--- src/rtl/uart_tx_param.sv ---
// Parametrised UART transmitter: internal baud divider, N/O/E parity, 1-2 stop bits, LSB first.
// Optional line-break generator enabled with `define UART_TX_BREAK_EN.
module uart_tx_param #(
  parameter int CLK_HZ    = 50000000,
  parameter int BAUD      = 115200,
  parameter int DATA_BITS = 8,
  parameter int PARITY    = 0,
  parameter int STOP_BITS = 1
) (
  input  logic                 clk_50M,
  input  logic                 rst_n,
  input  logic [DATA_BITS-1:0] tx_data,
  input  logic                 tx_valid,
`ifdef UART_TX_BREAK_EN
  input  logic                 send_break,
`endif
  output logic                 tx_ready,
  output logic                 tx_d,
  output logic                 busy,
  output logic                 done
);

  localparam int DIV   = CLK_HZ / BAUD;
  localparam int CNT_W = (DIV > 2) ? $clog2(DIV) : 1;
  localparam logic [CNT_W-1:0] CNT_LAST  = CNT_W'(DIV - 1);
  localparam logic [3:0]       DATA_LAST = 4'(DATA_BITS - 1);
  localparam logic [3:0]       STOP_LAST = 4'(STOP_BITS - 1);

`ifdef UART_TX_BREAK_EN
  localparam int FRAME_LEN = (1 + DATA_BITS + ((PARITY != 0) ? 1 : 0) + STOP_BITS) * DIV;
  localparam int BRK_W     = $clog2(FRAME_LEN);
  localparam logic [BRK_W-1:0] BRK_LAST = BRK_W'(FRAME_LEN - 1);
`endif

  typedef enum logic [2:0] {
    IDLE,
    START,
    DATA,
    PAR,
    STOP
`ifdef UART_TX_BREAK_EN
    , BRK
`endif
  } state_t;

  state_t                 state_r, state_s;
  logic [CNT_W-1:0]       cnt_r, cnt_s;
  logic [3:0]             bit_r, bit_s;
  logic [DATA_BITS-1:0]   shift_r, shift_s;
  logic                   par_r, par_s;
  logic                   tx_d_r, tx_d_s;
  logic                   busy_r, busy_s;
  logic                   ready_r, ready_s;
  logic                   done_r, done_s;
  logic                   boundary_s;
`ifdef UART_TX_BREAK_EN
  logic [BRK_W-1:0]       brk_cnt_r, brk_cnt_s;
  logic                   brk_hi_r, brk_hi_s;
`endif

  // Odd parity inverts the XOR so the total count of ones on the line is odd.
  function automatic logic frame_parity(input logic [DATA_BITS-1:0] data);
    logic p;
    p = ^data;
    if (PARITY == 1) begin
      frame_parity = ~p;
    end else begin
      frame_parity = p;
    end
  endfunction

  assign tx_d     = tx_d_r;
  assign busy     = busy_r;
  assign tx_ready = ready_r;
  assign done     = done_r;

  // State and output registers with synchronous active-low reset.
  always_ff @(posedge clk_50M) begin
    if (!rst_n) begin
      state_r   <= IDLE;
      cnt_r     <= {CNT_W{1'b0}};
      bit_r     <= 4'd0;
      shift_r   <= {DATA_BITS{1'b0}};
      par_r     <= 1'b0;
      tx_d_r    <= 1'b1;
      busy_r    <= 1'b0;
      ready_r   <= 1'b1;
      done_r    <= 1'b0;
`ifdef UART_TX_BREAK_EN
      brk_cnt_r <= {BRK_W{1'b0}};
      brk_hi_r  <= 1'b0;
`endif
    end else begin
      state_r   <= state_s;
      cnt_r     <= cnt_s;
      bit_r     <= bit_s;
      shift_r   <= shift_s;
      par_r     <= par_s;
      tx_d_r    <= tx_d_s;
      busy_r    <= busy_s;
      ready_r   <= ready_s;
      done_r    <= done_s;
`ifdef UART_TX_BREAK_EN
      brk_cnt_r <= brk_cnt_s;
      brk_hi_r  <= brk_hi_s;
`endif
    end
  end

  // Next-state, baud counter and next line level; outputs are registered from these.
  always_comb begin
    state_s    = state_r;
    bit_s      = bit_r;
    shift_s    = shift_r;
    par_s      = par_r;
    tx_d_s     = tx_d_r;
    done_s     = 1'b0;
    boundary_s = (cnt_r == CNT_LAST);
`ifdef UART_TX_BREAK_EN
    brk_cnt_s  = brk_cnt_r;
    brk_hi_s   = brk_hi_r;
`endif
    if (state_r == IDLE) begin
      cnt_s = {CNT_W{1'b0}};
    end else if (boundary_s) begin
      cnt_s = {CNT_W{1'b0}};
    end else begin
      cnt_s = cnt_r + CNT_W'(1);
    end

    case (state_r)
      IDLE: begin
        tx_d_s = 1'b1;
        bit_s  = 4'd0;
`ifdef UART_TX_BREAK_EN
        // A pending break outranks a pending word.
        if (send_break) begin
          state_s   = BRK;
          tx_d_s    = 1'b0;
          brk_cnt_s = {BRK_W{1'b0}};
          brk_hi_s  = 1'b0;
        end else
`endif
        if (tx_valid) begin
          state_s = START;
          shift_s = tx_data;
          par_s   = frame_parity(tx_data);
          tx_d_s  = 1'b0;
        end else begin
          state_s = IDLE;
        end
      end
      START: begin
        if (boundary_s) begin
          state_s = DATA;
          tx_d_s  = shift_r[0];
        end else begin
          tx_d_s  = 1'b0;
        end
      end
      DATA: begin
        if (boundary_s) begin
          if (bit_r == DATA_LAST) begin
            bit_s = 4'd0;
            if (PARITY != 0) begin
              state_s = PAR;
              tx_d_s  = par_r;
            end else begin
              state_s = STOP;
              tx_d_s  = 1'b1;
            end
          end else begin
            bit_s   = bit_r + 4'd1;
            shift_s = shift_r >> 1;
            tx_d_s  = shift_r[1];
          end
        end else begin
          tx_d_s = shift_r[0];
        end
      end
      PAR: begin
        if (boundary_s) begin
          state_s = STOP;
          tx_d_s  = 1'b1;
          bit_s   = 4'd0;
        end else begin
          tx_d_s  = par_r;
        end
      end
      STOP: begin
        tx_d_s = 1'b1;
        if (boundary_s) begin
          if (bit_r == STOP_LAST) begin
            state_s = IDLE;
            done_s  = 1'b1;
            bit_s   = 4'd0;
          end else begin
            bit_s   = bit_r + 4'd1;
          end
        end else begin
          bit_s = bit_r;
        end
      end
`ifdef UART_TX_BREAK_EN
      BRK: begin
        if (brk_hi_r) begin
          tx_d_s = 1'b1;
          if (boundary_s) begin
            state_s  = IDLE;
            brk_hi_s = 1'b0;
          end else begin
            brk_hi_s = 1'b1;
          end
        end else begin
          tx_d_s = 1'b0;
          // Low phase lasts at least one frame time, longer while send_break stays high.
          if ((brk_cnt_r == BRK_LAST) && !send_break) begin
            brk_hi_s = 1'b1;
            tx_d_s   = 1'b1;
            cnt_s    = {CNT_W{1'b0}};
          end else if (brk_cnt_r != BRK_LAST) begin
            brk_cnt_s = brk_cnt_r + BRK_W'(1);
          end else begin
            brk_cnt_s = brk_cnt_r;
          end
        end
      end
`endif
      default: begin
        state_s = IDLE;
        tx_d_s  = 1'b1;
      end
    endcase

    busy_s  = (state_s != IDLE);
    ready_s = (state_s == IDLE);
  end

endmodule

--- config.mk ---
export PLATFORM = sky130hd
export DESIGN_NAME = uart_tx_param
export DESIGN_NICKNAME = d
export VERILOG_FILES = /design/src/rtl/uart_tx_param.sv
export SDC_FILE = /design/constraint.sdc
export NUM_CORES = 1
export LEC_CHECK = 0
export CAP_MARGIN = 20
export CORE_UTILIZATION = 40
export DETAILED_ROUTE_END_ITERATION = 10
export PLACE_DENSITY = 0.63
export SLEW_MARGIN = 20
export SYNTH_ARGS = -nofsm -noshare
export SYNTH_HDL_FRONTEND = slang
export SYNTH_SLANG_ARGS = --single-unit
--- constraint.sdc ---
create_clock -name clk_50M -period 4 [get_ports clk_50M]
set_input_delay 0.6 -clock clk_50M [delete_from_list [all_inputs] [get_ports clk_50M]]
set_output_delay 0.6 -clock clk_50M [all_outputs]
set_load 0.005 [all_outputs]
==> results.md <==
- Status: completed
- Die H: 67.5 um
- Switch share: 0.242
- Die X: 67.5 um
- Leak: 0.630 nW
- Crit path depth: 4
- Post-synth EDFFs: 0
- Post-DRT Antenna Nets: 0
- CP delay by family, top: simple AND/OR/NAND/NOR gates
- CTS root buffer: clkbuf_8
- PD cells: 324 nW/um2
- Critical Path Source Type: flip-flop
- Cell Area, Synth: 1720 um2
- Grt total ovfl: 0
- Final GP Congestion: 0.887
- Reg power frac: 0.496
- Post-layout min period: 2.25 ns
- Internal power: 0.477 mW
- R2R Path Start: state_r[1]
- Final setup vio count: 0
- Tightest Hold Check Type: flip-flop to flip-flop
- Worst-margin pin slew: 0.744 ns
- Initial core utilization: 0.423
- Hold depth: 1
- Post-CTS Setup Bufs: 0
- Largest net degree at the start of global routing: 19
- Avg Synthesized Cell Area: 9.18 um2
- Setup crit end kind: flip-flop
- Nets: 214
- Crit Path Class: flip-flop to flip-flop
- Cell with the most instances after synthesis: dfxtp_1
- Slowest-stage cell, CP: nor3b_2
- CP max stage delay: 0.70 ns
- Via count: 1,439
- Net Count, Synth: 202
- Multi-input combinational cell area: 1050 um2
- RSZ-0062 raised after global routing: no
- Layout cells sized above 1: 0.161
- Worst skew pair latency: 0.28 ns
- Initial antenna violation count: 0
- TritonCTS Buffers: 5
- Synthesized netlist cell count: 187
- DRT Wirelength: 3800 um
- Hold path startpoint: cnt_r[0]
- PortBufs: 14
- Synth top area share: 0.338
- Die area: 4560 um2
- Post-DP HPWL: 2830 um
- Ys flop type: dfxtp_1
- CTS H-Tree Depth: 2
- CP Buf/Inv Count: 0
- Maximum Capacitance Violations: 0
- Top Ports: 15
- Peak Freq: 445 MHz
- Max clock buf depth: 2
- GRT Total Usage: 0.184
- Fin crit share: 0.562
- Worst r2r path cells: 4
- DRC viols: 0
- Core footprint: 4060 um2
- Vias in the first global route: 1,333
- Total clock sinks: 29
- Slew headroom: 0.502
- Global-route wire length before repair: 6150 um
- Synth cell count leaders: 29 x dfxtp_1, 16 x nand2_1, 16 x nor2_1
- Ant diodes: 0
- Tightest hold margin: 0.457 ns
- # rows: 23
- Synth top area cells: dfxtp_1 34%, a311oi_2 6.1%, xnor2_1 5.6%, a21oi_1 3.5%, nand2_1 3.5%
- Max FO, Critical Path: 12
- Fillers: 385
- Worst Path Required: 4.14 ns
- Area Overhead vs Synth: 13.1%
- R2R Setup Slk: 1.75 ns
- Detailed router's first-iteration violation count: 93
- Post-CTS sizing: 0
- Warnings, synthesis: 0
- Clock power share: 0.379
- Sw power: 0.153 mW
- Routed len/inst: 15.3 um
- Hold bufs inserted after CTS: 0
- Via/cell ratio: 5.78
- Logic gate share of total power: 0.125
- Post-Route Skew: 0.00632 ns
- Max IR drop VDD: 176 uV
- WP data arrival: 2.38 ns
- Crit-path cells: nor3b_2 -> a21o_2 -> and2_1 -> a311oi_2
- Count of cell types in the netlist: 57
- Final hold violation count: 0
- FF+latch area: 581 um2
- Largest area contributor in the synthesized netlist: dfxtp_1
- Clk slew on worst S/H paths: 0.06 ns
- Max-slew violation count: 0
- Register area share after synthesis: 0.338
- Async set-or-reset flop fraction in the synthesized netlist: 0
- Pre-antenna DRT Iters: 4
- Yosys reg bits: 29
- Worst r2r dst: shift_r[2]
- CTS tree: done
- Hold Path End: cnt_r[0]
- Fin Setup TNS: 0 ns
## metal layers
layer / global-route usage / share of wire / wire length (um) / vias to the layer above
met3: 0.0507 / 0.045 / 173 / 4
met5: 0 / 0 / 0 / -
met4: 0.0798 / 0.012 / 47 / 0
met2: 0.296 / 0.49 / 1870 / 37
met1: 0.228 / 0.45 / 1710 / 674
li1: - / - / - / 724
## worst max-delay path by stage
stage,start,end
6_report,state_r[1],shift_r[2]
5_1_grt,state_r[1],shift_r[2]
4_1_cts,state_r[1],shift_r[2]
3_5_place_dp,rst_n,bit_r[3]
3_3_place_gp,rst_n,bit_r[3]
2_1_floorplan,bit_r[0],busy
## cell usage in the layout, fill, tap and decap left out, types with 3 or more instances in the layout
cell type | netlist | final
nand2_1 | 16 | 16
xor2_1 | 3 | 3
nor2_1 | 16 | 16
ha_1 | 4 | 4
inv_1 | 5 | 5
nor3_1 | 4 | 4
a21oi_1 | 12 | 12
nand3_1 | 9 | 9
xnor2_1 | 11 | 11
clkdlybuf4s50_1 | 0 | 14
clkbuf_8 | 0 | 6
o211ai_1 | 4 | 4
dfxtp_1 | 29 | 29
o21ai_0 | 11 | 11
a311oi_2 | 7 | 7
## through the flow
| stage | instances | worst slack [ns] | cell area, um2 | power, mW | util |
|---|---|---|---|---|---|
| finish | 249 | 1.75 | 1940 | 0.629 | 0.479 |
| global route | 249 | 1.58 | 1940 | 0.659 | 0.479 |
| CTS | 249 | 1.79 | 1940 | 0.634 | 0.479 |
| detailed placement | 242 | 1.63 | 1860 | 0.396 | 0.457 |
| global placement | 242 | 1.70 | 1860 | 0.394 | 0.457 |
| floorplan | 187 | 2.44 | 1720 | 0.369 | - |
## flip-flops by register name, summed over array words and instances, names as in the netlist
signal	count
tx_d	1
state_r	3
busy	1
bit_r	4
par_r	1
tx_ready	1
done	1
cnt_r	9
shift_r	8
## area by class of cell
cell class / count / area share
Sequential cell: 29 / 0.299
Tap cell: 50 / 0.0322
Inverter: 7 / 0.0135
Multi-Input combinational cell: 142 / 0.539
Timing Repair Buffer: 14 / 0.0722
Clock buffer: 7 / 0.0445
## cell families after synthesis
kind of cell / Yosys count / share of synthesized area
and+or+nand+nor: 69 / 0.248
AOI/OAI and AO/OA: 55 / 0.261
DFF: 29 / 0.338
buffers and inverters: 16 / 0.0525
xor gates and xnor gates: 14 / 0.0714
adders and majority gates: 4 / 0.0292
## power by group through the flow
stage	sequential [mW]	combinational [mW]	clock, mW
after floorplan	0.312	0.0575	0
after global placement	0.317	0.0767	0
after detailed placement	0.318	0.0787	0
after CTS	0.311	0.0789	0.244
after global routing	0.313	0.0859	0.260
final	0.312	0.0787	0.239
Note: power is estimated with default switching activity, not from simulation.
